`src/rtl/ex_mdu_pkg.sv`:
```
// ---------------------------------------------------------------------------
// ex_mdu_pkg
//   Shared definitions for the EX-stage multiply/divide unit: operation
//   encodings (3 bit, total), FSM state encodings and small decode helpers.
// ---------------------------------------------------------------------------
package ex_mdu_pkg;

  localparam int MDU_OP_W = 3;

  typedef enum logic [MDU_OP_W-1:0] {
    MDU_OP_MULT  = 3'd0,
    MDU_OP_MULTU = 3'd1,
    MDU_OP_MADD  = 3'd2,
    MDU_OP_MADDU = 3'd3,
    MDU_OP_MSUB  = 3'd4,
    MDU_OP_MSUBU = 3'd5,
    MDU_OP_DIV   = 3'd6,
    MDU_OP_DIVU  = 3'd7
  } mdu_op_e;

  typedef enum logic [2:0] {
    MDU_ST_IDLE = 3'd0,
    MDU_ST_MUL  = 3'd1,
    MDU_ST_DIV  = 3'd2,
    MDU_ST_FIX  = 3'd3,
    MDU_ST_DONE = 3'd4
  } mdu_state_e;

  // Signed flavours work on magnitudes and get their sign back in FIX.
  function automatic logic op_is_signed(input mdu_op_e op);
    case (op)
      MDU_OP_MULT, MDU_OP_MADD, MDU_OP_MSUB, MDU_OP_DIV: return 1'b1;
      default:                                           return 1'b0;
    endcase
  endfunction

  function automatic logic op_is_div(input mdu_op_e op);
    case (op)
      MDU_OP_DIV, MDU_OP_DIVU: return 1'b1;
      default:                 return 1'b0;
    endcase
  endfunction

endpackage

```
`src/rtl/ex_mdu_div_core.sv`:
```
// ---------------------------------------------------------------------------
// ex_mdu_div_core
//   Restoring divider, one quotient bit per step, unsigned magnitudes only.
//   Ports:
//     clk, rst        clock, synchronous active-high reset
//     clear_i         synchronous clear of all state (abort)
//     load_i          latch dividend/divisor, zero the partial remainder
//     step_i          retire one quotient bit (MSB first)
//     dividend_i      dividend magnitude
//     divisor_i       divisor magnitude (never zero when loaded)
//     quotient_o      quotient after DATA_W steps
//     remainder_o     remainder after DATA_W steps
// ---------------------------------------------------------------------------
module ex_mdu_div_core #(
  parameter int DATA_W = 32
) (
  input  logic              clk,
  input  logic              rst,
  input  logic              clear_i,
  input  logic              load_i,
  input  logic              step_i,
  input  logic [DATA_W-1:0] dividend_i,
  input  logic [DATA_W-1:0] divisor_i,
  output logic [DATA_W-1:0] quotient_o,
  output logic [DATA_W-1:0] remainder_o
);

  logic [DATA_W-1:0] quo_r;
  logic [DATA_W-1:0] rem_r;
  logic [DATA_W-1:0] dvs_r;
  logic [DATA_W:0]   shifted_s;
  logic              ge_s;
  logic [DATA_W-1:0] diff_s;

  // Trial subtraction: the partial remainder stays below the divisor, so the
  // true difference always fits DATA_W bits when it is non-negative.
  always_comb begin
    shifted_s = {rem_r, quo_r[DATA_W-1]};
    ge_s      = (shifted_s >= {1'b0, dvs_r});
    diff_s    = shifted_s[DATA_W-1:0] - dvs_r;
  end

  // Dividend shifts out of quo_r as quotient bits shift in.
  always_ff @(posedge clk) begin
    if (rst || clear_i) begin
      quo_r <= {DATA_W{1'b0}};
      rem_r <= {DATA_W{1'b0}};
      dvs_r <= {DATA_W{1'b0}};
    end else if (load_i) begin
      quo_r <= dividend_i;
      rem_r <= {DATA_W{1'b0}};
      dvs_r <= divisor_i;
    end else if (step_i) begin
      quo_r <= {quo_r[DATA_W-2:0], ge_s};
      rem_r <= ge_s ? diff_s : shifted_s[DATA_W-1:0];
    end else begin
      quo_r <= quo_r;
      rem_r <= rem_r;
      dvs_r <= dvs_r;
    end
  end

  assign quotient_o  = quo_r;
  assign remainder_o = rem_r;

endmodule

```
`src/rtl/ex_mdu.sv`:
```
// ---------------------------------------------------------------------------
// ex_mdu
//   Iterative multiply/divide unit for the EX stage. Runs MULT/MULTU/MADD/
//   MADDU/MSUB/MSUBU/DIV/DIVU over several cycles behind a start/done
//   handshake and returns a {HI,LO} result (DIV*: {remainder, quotient}).
//   Multiply retires MUL_BITS multiplier bits per cycle; divide uses
//   ex_mdu_div_core at one bit per cycle. FIX applies signs / accumulate.
//   Ports:
//     clk, rst     clock, synchronous active-high reset
//     start_i      request, sampled only in IDLE or DONE
//     op_i         operation (ex_mdu_pkg::mdu_op_e)
//     opa_i/opb_i  rs (dividend) / rt (divisor) operands
//     hilo_i       forwarded {HI,LO} accumulator for MADD*/MSUB*
//     annul_i      abort in-flight op, highest priority after rst
//     busy_o       op in flight (MUL, DIV, FIX)
//     done_o       one-cycle pulse, result_o valid
//     result_o     {HI,LO}, held until a new result is produced
//     div_zero_o   only with MDU_DIVZERO_FLAG_EN: pulses with done_o for a
//                  divide by zero
//   Configuration macro: MDU_DIVZERO_FLAG_EN (default undefined).
// ---------------------------------------------------------------------------
module ex_mdu
  import ex_mdu_pkg::*;
#(
  parameter int DATA_W   = 32,
  parameter int MUL_BITS = 4
) (
  input  logic                  clk,
  input  logic                  rst,
  input  logic                  start_i,
  input  logic [2:0]            op_i,
  input  logic [DATA_W-1:0]     opa_i,
  input  logic [DATA_W-1:0]     opb_i,
  input  logic [2*DATA_W-1:0]   hilo_i,
  input  logic                  annul_i,
  output logic                  busy_o,
  output logic                  done_o,
  output logic [2*DATA_W-1:0]   result_o
`ifdef MDU_DIVZERO_FLAG_EN
  ,
  output logic                  div_zero_o
`endif
);

  localparam int N_MUL = DATA_W / MUL_BITS;
  localparam int CNT_W = $clog2(DATA_W) + 1;
  localparam int PP_W  = DATA_W + MUL_BITS;
  localparam logic [CNT_W-1:0] MUL_LAST = CNT_W'(N_MUL - 1);
  localparam logic [CNT_W-1:0] DIV_LAST = CNT_W'(DATA_W - 1);
  localparam logic [CNT_W-1:0] CNT_ONE  = CNT_W'(1);

  function automatic logic [DATA_W-1:0] magnitude(input logic [DATA_W-1:0] v,
                                                  input logic sgn);
    if (sgn && v[DATA_W-1]) return -v;
    else                    return v;
  endfunction

  mdu_state_e                state_r, next_s;
  mdu_op_e                   op_s, op_r;
  logic                      accept_s, divz_s;
  logic [CNT_W-1:0]          cnt_r;
  logic [2*DATA_W-1:0]       hilo_r, acc_r, acc_next_s;
  logic [DATA_W-1:0]         mcand_r, mplier_r;
  logic                      neg_prod_r, neg_rem_r;
  logic [DATA_W-1:0]         mag_a_s, mag_b_s;
  logic [PP_W-1:0]           pp_s;
  logic [2*DATA_W+MUL_BITS-1:0] acc_wide_s;
  logic [DATA_W-1:0]         quo_s, rem_s, quo_sgn_s, rem_sgn_s;
  logic [2*DATA_W-1:0]       prod_s, fix_s;
  logic                      busy_r, done_r;
  logic [2*DATA_W-1:0]       result_r;
  logic                      divz_r;

  assign op_s    = mdu_op_e'(op_i);
  assign mag_a_s = magnitude(opa_i, op_is_signed(op_s));
  assign mag_b_s = magnitude(opb_i, op_is_signed(op_s));

  // Next-state logic; annul wins over everything, divide by zero skips to DONE.
  always_comb begin
    next_s   = state_r;
    accept_s = 1'b0;
    divz_s   = 1'b0;
    if (annul_i) begin
      next_s = MDU_ST_IDLE;
    end else begin
      case (state_r)
        MDU_ST_IDLE, MDU_ST_DONE: begin
          if (start_i) begin
            if (op_is_div(op_s) && (opb_i == {DATA_W{1'b0}})) begin
              next_s = MDU_ST_DONE;
              divz_s = 1'b1;
            end else begin
              accept_s = 1'b1;
              if (op_is_div(op_s)) next_s = MDU_ST_DIV;
              else                 next_s = MDU_ST_MUL;
            end
          end else begin
            next_s = MDU_ST_IDLE;
          end
        end
        MDU_ST_MUL: begin
          if (cnt_r == MUL_LAST) next_s = MDU_ST_FIX;
          else                   next_s = MDU_ST_MUL;
        end
        MDU_ST_DIV: begin
          if (cnt_r == DIV_LAST) next_s = MDU_ST_FIX;
          else                   next_s = MDU_ST_DIV;
        end
        MDU_ST_FIX: next_s = MDU_ST_DONE;
        default:    next_s = MDU_ST_IDLE;
      endcase
    end
  end

  // One radix-2^MUL_BITS step: add digit*multiplicand into the high half,
  // then shift the whole accumulator right by one digit.
  always_comb begin
    pp_s = {{MUL_BITS{1'b0}}, acc_r[2*DATA_W-1:DATA_W]}
         + ({{MUL_BITS{1'b0}}, mcand_r} * {{DATA_W{1'b0}}, mplier_r[MUL_BITS-1:0]});
    acc_wide_s = {pp_s, acc_r[DATA_W-1:0]};
    acc_next_s = (2*DATA_W)'(acc_wide_s >> MUL_BITS);
  end

  // Sign restoration and accumulate, evaluated during FIX.
  always_comb begin
    if (neg_prod_r) begin
      prod_s    = -acc_r;
      quo_sgn_s = -quo_s;
    end else begin
      prod_s    = acc_r;
      quo_sgn_s = quo_s;
    end
    if (neg_rem_r) rem_sgn_s = -rem_s;
    else           rem_sgn_s = rem_s;
    case (op_r)
      MDU_OP_MULT, MDU_OP_MULTU: fix_s = prod_s;
      MDU_OP_MADD, MDU_OP_MADDU: fix_s = hilo_r + prod_s;
      MDU_OP_MSUB, MDU_OP_MSUBU: fix_s = hilo_r - prod_s;
      MDU_OP_DIV,  MDU_OP_DIVU:  fix_s = {rem_sgn_s, quo_sgn_s};
      default:                   fix_s = prod_s;
    endcase
  end

  // Operand latch at accept and multiply iteration.
  always_ff @(posedge clk) begin
    if (rst) begin
      op_r       <= MDU_OP_MULT;
      hilo_r     <= {(2*DATA_W){1'b0}};
      acc_r      <= {(2*DATA_W){1'b0}};
      mcand_r    <= {DATA_W{1'b0}};
      mplier_r   <= {DATA_W{1'b0}};
      neg_prod_r <= 1'b0;
      neg_rem_r  <= 1'b0;
      cnt_r      <= {CNT_W{1'b0}};
    end else if (accept_s) begin
      op_r       <= op_s;
      hilo_r     <= hilo_i;
      acc_r      <= {(2*DATA_W){1'b0}};
      mcand_r    <= mag_a_s;
      mplier_r   <= mag_b_s;
      neg_prod_r <= op_is_signed(op_s) & (opa_i[DATA_W-1] ^ opb_i[DATA_W-1]);
      neg_rem_r  <= op_is_signed(op_s) & opa_i[DATA_W-1];
      cnt_r      <= {CNT_W{1'b0}};
    end else if (state_r == MDU_ST_MUL) begin
      acc_r      <= acc_next_s;
      mplier_r   <= mplier_r >> MUL_BITS;
      cnt_r      <= cnt_r + CNT_ONE;
    end else if (state_r == MDU_ST_DIV) begin
      cnt_r      <= cnt_r + CNT_ONE;
    end else begin
      cnt_r      <= cnt_r;
    end
  end

  ex_mdu_div_core #(.DATA_W(DATA_W)) u_div_core (
    .clk         (clk),
    .rst         (rst),
    .clear_i     (annul_i),
    .load_i      (accept_s & op_is_div(op_s)),
    .step_i      ((state_r == MDU_ST_DIV) & ~annul_i),
    .dividend_i  (mag_a_s),
    .divisor_i   (mag_b_s),
    .quotient_o  (quo_s),
    .remainder_o (rem_s)
  );

  // State register and registered handshake/result outputs.
  always_ff @(posedge clk) begin
    if (rst) begin
      state_r  <= MDU_ST_IDLE;
      busy_r   <= 1'b0;
      done_r   <= 1'b0;
      divz_r   <= 1'b0;
      result_r <= {(2*DATA_W){1'b0}};
    end else begin
      state_r <= next_s;
      busy_r  <= (next_s == MDU_ST_MUL) || (next_s == MDU_ST_DIV) ||
                 (next_s == MDU_ST_FIX);
      done_r  <= (next_s == MDU_ST_DONE);
      divz_r  <= divz_s;
      // An annulled FIX must leave the previous result visible.
      if ((state_r == MDU_ST_FIX) && !annul_i) result_r <= fix_s;
      else if (divz_s)                         result_r <= {(2*DATA_W){1'b0}};
      else                                     result_r <= result_r;
    end
  end

  assign busy_o   = busy_r;
  assign done_o   = done_r;
  assign result_o = result_r;

`ifdef MDU_DIVZERO_FLAG_EN
  assign div_zero_o = divz_r;
`else
  logic unused_divz_s;
  assign unused_divz_s = divz_r;
`endif

endmodule
```
`config.mk`:
```
export PLATFORM = sky130hd
export DESIGN_NAME = ex_mdu
export DESIGN_NICKNAME = d
export VERILOG_FILES = /design/src/rtl/ex_mdu_pkg.sv /design/src/rtl/ex_mdu_div_core.sv /design/src/rtl/ex_mdu.sv
export SDC_FILE = /design/constraint.sdc
export NUM_CORES = 2
export LEC_CHECK = 0
export CAP_MARGIN = 20
export CORE_AREA = 4 4 240 242
export DETAILED_ROUTE_END_ITERATION = 10
export DIE_AREA = 0 0 244 246
export HOLD_SLACK_MARGIN = 0.08
export PLACE_DENSITY = 0.75
export SYNTH_ARGS = -nofsm -noshare
export SYNTH_HDL_FRONTEND = slang
export SYNTH_HIERARCHICAL = 1
export SYNTH_SLANG_ARGS = --single-unit
```
`constraint.sdc`:
```
create_clock -name clk -period 6.4 [get_ports clk]
set_clock_uncertainty 0.2 [all_clocks]
set_input_delay 1.28 -clock clk [delete_from_list [all_inputs] [get_ports clk]]
set_output_delay 1.28 -clock clk [all_outputs]
set_load 0.03 [all_outputs]
```
Word-level counts from Yosys, hierarchy flattened
Cells that the tools add are included.
{"block": "totals", "mem_count": 0, "mem_bits_ro": 0, "word_cells": 120, "latch_bits": 0, "ram_bits": 0, "reg_bits": 368}
{"block": "classes", "multipliers": 1, "div": 0, "n_eq_ne": 21, "n_mux": 41, "n_shift": 0, "add_sub_neg": 10, "bitwise": 6, "order_cmp": 1, "n_reduce_logical": 25}
{"op": "32-bit two-way mux", "n": 9}
{"op": "64-bit one-hot mux with 4 select lines", "n": 1}
{"op": "64-bit two-way mux", "n": 3}
{"op": "32-bit negation", "n": 4}
{"op": "64-bit adder", "n": 1}
{"op": "64-bit negation", "n": 1}
{"op": "64-bit subtractor", "n": 1}
{"op": "32-bit by 36-bit adder with 36-bit output", "n": 1}
{"op": "32-bit by 4-bit multiplier with 36-bit output", "n": 1}
{"op": "33-bit by 32-bit >= comparator with 1-bit output", "n": 1}
{"op": "32-bit zero test", "n": 1}
{"op": "32-bit subtractor", "n": 1}
{"op": "3-bit equality test (second input constant)", "n": 9}
{"op": "3-bit by 2-bit equality test with 1-bit output (second input constant)", "n": 7}
{"op": "1-bit two-way mux", "n": 20}
{"op": "2-bit OR reduction", "n": 8}
{"op": "6-bit two-way mux", "n": 2}
{"op": "3-bit one-hot mux with 4 select lines", "n": 1}
{"op": "3-bit by 1-bit equality test with 1-bit output (second input constant)", "n": 3}
{"op": "3-bit zero test", "n": 3}
{"op": "3-bit two-way mux", "n": 3}
{"op": "2-bit nonzero test", "n": 4}
{"op": "6-bit by 1-bit adder with 6-bit output (second input constant)", "n": 1}
{"op": "6-bit by 3-bit equality test with 1-bit output (second input constant)", "n": 1}
{"op": "9 further kinds", "n": 18}

Logic depth before layout (Yosys ltp)
{"block": "logic_depth", "word_depth": 19, "ltp_mapped": 27, "depth_no_buf": 25}

Cells and area by module
The synthesis kept the hierarchy.
{"mod": "ex_mdu", "area_each_um2": 24300.8, "instances": 1, "cells_per_inst": 3235}
{"mod": "ex_mdu_div_core", "area_each_um2": 5830.6, "instances": 1, "cells_per_inst": 747}

Worst setup path after synthesis
OpenSTA, ideal clock, no wires.
{"block": "synth_timing", "kind": "register to register", "startpoint": "reg acc_r[6]", "endpoint": "reg result_r[60] (netlist: result_o[60])", "synth_period_minus_slack_ns": 6.146, "setup_slack_ns": 0.254, "path_stages_with_launch": 26, "arrival_ns": 5.822, "path_cell_list": "dfxtp_1 -> buf_6 -> or4_4 -> buf_6 -> or4_4 -> o31ai_1 -> xnor2_1 -> nor4_4 -> nand4b_4 -> nor4_4 -> and2_1 -> a21oi_1 -> xor2_1 -> ha_1 -> clkbuf_1 -> a21o_1 -> a21o_1 -> a21oi_1 -> o21ai_0 -> o22ai_1 -> nand3_1 -> a41oi_1 -> o31ai_1 -> a221oi_1 -> mux2i_1 -> nand3_1"}
{"block": "synth_between", "elab_chain_len": 5, "word_cells_on_any_way": 6}
{"element": "start: declaration", "line": "ex_mdu.sv:62", "text": "logic [2*DATA_W-1:0] hilo_r, acc_r, acc_next_s;"}
{"element": "start signal: assignment", "line": "ex_mdu.sv:149", "text": "acc_r <= {(2*DATA_W){1'b0}};"}
{"element": "start signal: assignment", "line": "ex_mdu.sv:158", "text": "acc_r <= {(2*DATA_W){1'b0}};"}
{"element": "start signal: assignment", "line": "ex_mdu.sv:165", "text": "acc_r <= acc_next_s;"}
{"element": "64-bit negation", "line": "ex_mdu.sv:127", "text": "prod_s = -acc_r;"}
{"element": "64-bit two-way mux (*)", "line": "ex_mdu.sv:126", "text": "if (neg_prod_r) begin"}
{"element": "64-bit subtractor / 64-bit adder (equally long branches)", "line": "ex_mdu.sv:138, ex_mdu.sv:137"}
{"element": "64-bit one-hot mux with 4 select lines (*)", "line": "ex_mdu.sv:135", "text": "case (op_r)"}
{"element": "64-bit two-way mux (*)", "line": "ex_mdu.sv:202", "text": "if ((state_r == MDU_ST_FIX) && !annul_i) result_r <= fix_s;"}
{"element": "end signal: assignment", "line": "ex_mdu.sv:202"}
{"element": "end signal: assignment", "line": "ex_mdu.sv:203", "text": "else if (divz_s) result_r <= {(2*DATA_W){1'b0}};"}
{"element": "end signal: assignment", "line": "ex_mdu.sv:204", "text": "else result_r <= result_r;"}
{"element": "end: declaration", "line": "ex_mdu.sv:71", "text": "logic [2*DATA_W-1:0] result_r;"}
Mark *: on every way between the ends. The rest lies on a longest branch, timed or not.
A chain may end at the register's enable or synchronous reset.

Worst setup path after layout
{"block": "layout_timing", "startpoint": "reg acc_r[6]", "endpoint": "reg result_r[62] (netlist: result_o[62])"}
Same word-level chain as after synthesis.

==> reports/qor_table.md <==
| Parameter | Reported |
| --- | --- |
| Run status | completed |
| Number of library cell types mapped by synthesis | 97 |
| Cell Count Post-Placement | 4855 |
| Slowest Stage Delay on Critical Path | 0.58 ns |
| Number of antenna-violating nets in the routed design | 0 |
| Clock tree from TritonCTS | built |
| DP HPWL | 77.6 mm |
| R2R depth | 24 |
| Die X-Extent | 244 µm |
| Normalized max-slew margin | 32.5% |
| Total grt overflow | 0 |
| Cell at the root of the clock tree | sky130_fd_sc_hd__clkbuf_16 |
| Die area | 60000 µm² |
| Initial detailed-routing violation count | 3247 |
| Leakage component of the power | 0.0145 µW |
| Sequential area share after synthesis | 24.4% |
| Port-buffer cells | 200 |
| Synthesized Nets | 4359 |
| Post-synthesis average cell area | 7.57 µm² |
| Hold Buf Count CTS | 0 |
| Total number of H-tree levels | 2 |
| Cell taking the most area after synthesis | sky130_fd_sc_hd__dfxtp_1 |
| Worst Setup Start Kind | flip-flop |
| Maximum operating frequency | 162 MHz |
| Async set-or-reset flop fraction in the synthesized netlist | 0% |
| Minimum clock period | 6.17 ns |
| Critical-path top delay cell | sky130_fd_sc_hd__or4_4 |
| CTS clk-pin slew, worst paths | 0.06 ns |
| FF+latch area | 7350 µm² |
| Io pins | 201 |
| Count of vias placed by the detailed router | 30000 |
| Signed area change from the synthesized netlist to the final layout | 16.5% |
| Post-DR wirelength/cell | 20.1 µm |
| Cell area after technology mapping | 30100 µm² |
| Required time of the worst setup path | 6.67 ns |
| Number of global-route vias before repair | 27300 |
| Total of endpoints with negative setup slack in the final report | 0 |
| Max Root-Sink Buffers | 3 |
| Worst hold margin | 0.259 ns |
| Share of layout cells above drive strength 1 | 7.57% |
| Sink count of the clock tree | 367 |
| Number of hold-slack violations in the final timing report | 0 |
| Critical Path End Type | flip-flop |
| Starting density of the core | 54.7% |
| Leading cell type by number of instances after synthesis | sky130_fd_sc_hd__nand2_1 |
| Maximum number of pins on one net before global-route repair | 97 |
| Gr usage total | 31.8% |
| Top flip-flop cell by instance count after synthesis | sky130_fd_sc_hd__dfxtp_1 |
| Max VDD drop | 184 µV |
| Number of synthesized register bits | 367 |
| Count of unresolved DRC violations after routing | 0 |
| Wire length of the first global-routing pass | 155 mm |
| Ys Warns | 6 |
| Cells taking the most area after synthesis | sky130_fd_sc_hd__dfxtp_1, sky130_fd_sc_hd__nand2_1, sky130_fd_sc_hd__a21oi_1, sky130_fd_sc_hd__ha_1, sky130_fd_sc_hd__fa_1 |
| Number of detailed-routing iterations run before antenna repair | 6 |
| Power per cell area | 205 nW/µm² |
| Number of enable-type register cells in the synthesized netlist | 0 |
| Cells after Synth | 3982 |
| Clock latency of the later-clocked register in the worst-skew pair | 0.59 ns |
| Final nets | 4533 |
| Routability cong. | 0.978 |
| Die Y | 246 µm |
| Period Utilization, post-route | 96.5% |
| Critical path arrival | 6.44 ns |
| Startpoint-to-endpoint class of the critical path | reg -> reg |
| Fillcell total | 4998 |
| Hold WC Path Type | reg -> reg |
| Fin cells | 4934 |
| Number of buffers created by CTS | 42 |
| Multi-input logic area | 21500 µm² |
| Per-cell via count in the routed design | 6.08 |
| Fraction of synthesized cell area taken by the top area cell type | 24.4% |
| Crit path max fanout | 8 |
| Routed WL | 99.4 mm |
| Commonest cells post-synth | sky130_fd_sc_hd__nand2_1, sky130_fd_sc_hd__a21oi_1, sky130_fd_sc_hd__nor2_1, sky130_fd_sc_hd__dfxtp_1, sky130_fd_sc_hd__clkbuf_1 |
| Antenna violations before repair | 3 |
| Slew at the pin with the worst max-slew slack | 1.01 ns |
| Number of cells on the worst hold path | 2 |
| Max-slew violation count | 0 |
| Number of standard-cell rows in the floorplan | 86 |
| Area of the placeable core | 55100 µm² |
| Cell chain of the critical path | or4_4, or4_4, o31ai_2, xnor2_1, nor4_4, buf_4, nand4b_4, nor3_4, and2_4, a31oi_1, xor2_1, ha_1, buf_4, nand4_1, nor3_2, nand4_1, nor2_1, o21ai_0, a31oi_2, o2111ai_2, a21oi_2, a41o_1, a2bb2oi_1, nand3_1 |
| Number of max-capacitance violations reported | 0 |
==> sequential cells by signal (all words and copies together), names as in the netlist <==
signal and count:
acc_r 64, hilo_r 64, result_o 64, mcand_r 32
mplier_r 32, u_div_core/dvs_r 32, u_div_core/quotient_o 32, u_div_core/remainder_o 32
cnt_r 6, state_r 3, op_r 2, busy_o 1
done_o 1, neg_prod_r 1, neg_rem_r 1
==> what timing repair did <==
action                                 CTS  global route
cloned                                   0             0
endpoints found under the hold margin    0             0
gates resized for setup                  1            36
setup buffers                            0             5
setup endpoints to repair                1            23
pin swaps                                0            13
==> layer usage <==
metal	global-route usage, %	routed length, µm
met2	49.2	42800
met5	0	0
met4	10.1	3440
met1	45.5	43700
met3	5.32	9460
==> placed cells by master (no fill, tap or decap), drive strengths merged, types with 67 or more instances in the layout <==
cell type / instances
nor2: 369
xor2: 158
mux2i: 75
inv: 168
nor3: 88
dfxtp: 367
a21o: 67
nand2: 607
ha: 149
buf: 165
fa: 93
a21oi: 427
xnor2: 189
clkdlybuf4s50: 199
o21ai: 185
==> power by group <==
group	total [µW]	internal, µW	switching, µW
clock	2490	1450	1040
sequential	2420	2350	77.0
combinational	2280	923	1350
==> final timing paths <==
check	from	endpoint	slack, ns
worst max-delay path	acc_r[6]	result_o[62]	0.23
worst min-delay path	mplier_r[9]	mplier_r[9]	0.26
worst max register to register	acc_r[6]	result_o[62]	0.23
worst min register to register	mplier_r[9]	mplier_r[9]	0.26
==> final cells by class <==
cell class              count  share of cell area [%]
multi-input cells        3216                    61.2
flip-flops and latches    367                    20.9
repair buffers            364                    9.38
clock buffers              58                    3.42
well taps                 748                    2.67
inverters                 165                    1.76
clock inverters            15                   0.588
diodes                      1                 0.00713
==> cells by family after synthesis <==
logic type	Yosys count	share of synthesized area [%]
AO/OA/AOI/OAI	1105	23.3
XOR/XNOR	347	10.1
adder cells (fa/ha/maj)	242	12.4
buffers and inverters	399	5.11
flip-flops	367	24.4
multiplexers	77	2.57
AND/OR/NAND/NOR	1445	22.2
==> per-stage QoR <==
step / power [µW] / TNS [ns] / util (%) / instance area [µm²] / worst slack [ns]
finish: 7190 / 0 / 63.7 / 35100 / 0.225
detailed placement: 4630 / -0.0125 / 60.8 / 33500 / -0.0125
floorplan: 3940 / 0 / - / 30100 / 0.254
CTS: 7120 / 0 / 63.3 / 34900 / 0.0156
global route: 7500 / -0.400 / 63.7 / 35100 / -0.0865
global placement: 4640 / 0 / 60.8 / 33500 / 0.124
==> critical path, delay by kind of cell (launching register included) <==
family | cells | cell delay (ns)
buffers and inverters | 2 | 0.34
DFF | 1 | 0.31
AOI/OAI and AO/OA | 8 | 1.62
and+or+nand+nor | 11 | 2.93
xor gates and xnor gates | 2 | 0.33
adders and majority gates | 1 | 0.30
Note: power is estimated with default switching activity, not from simulation.
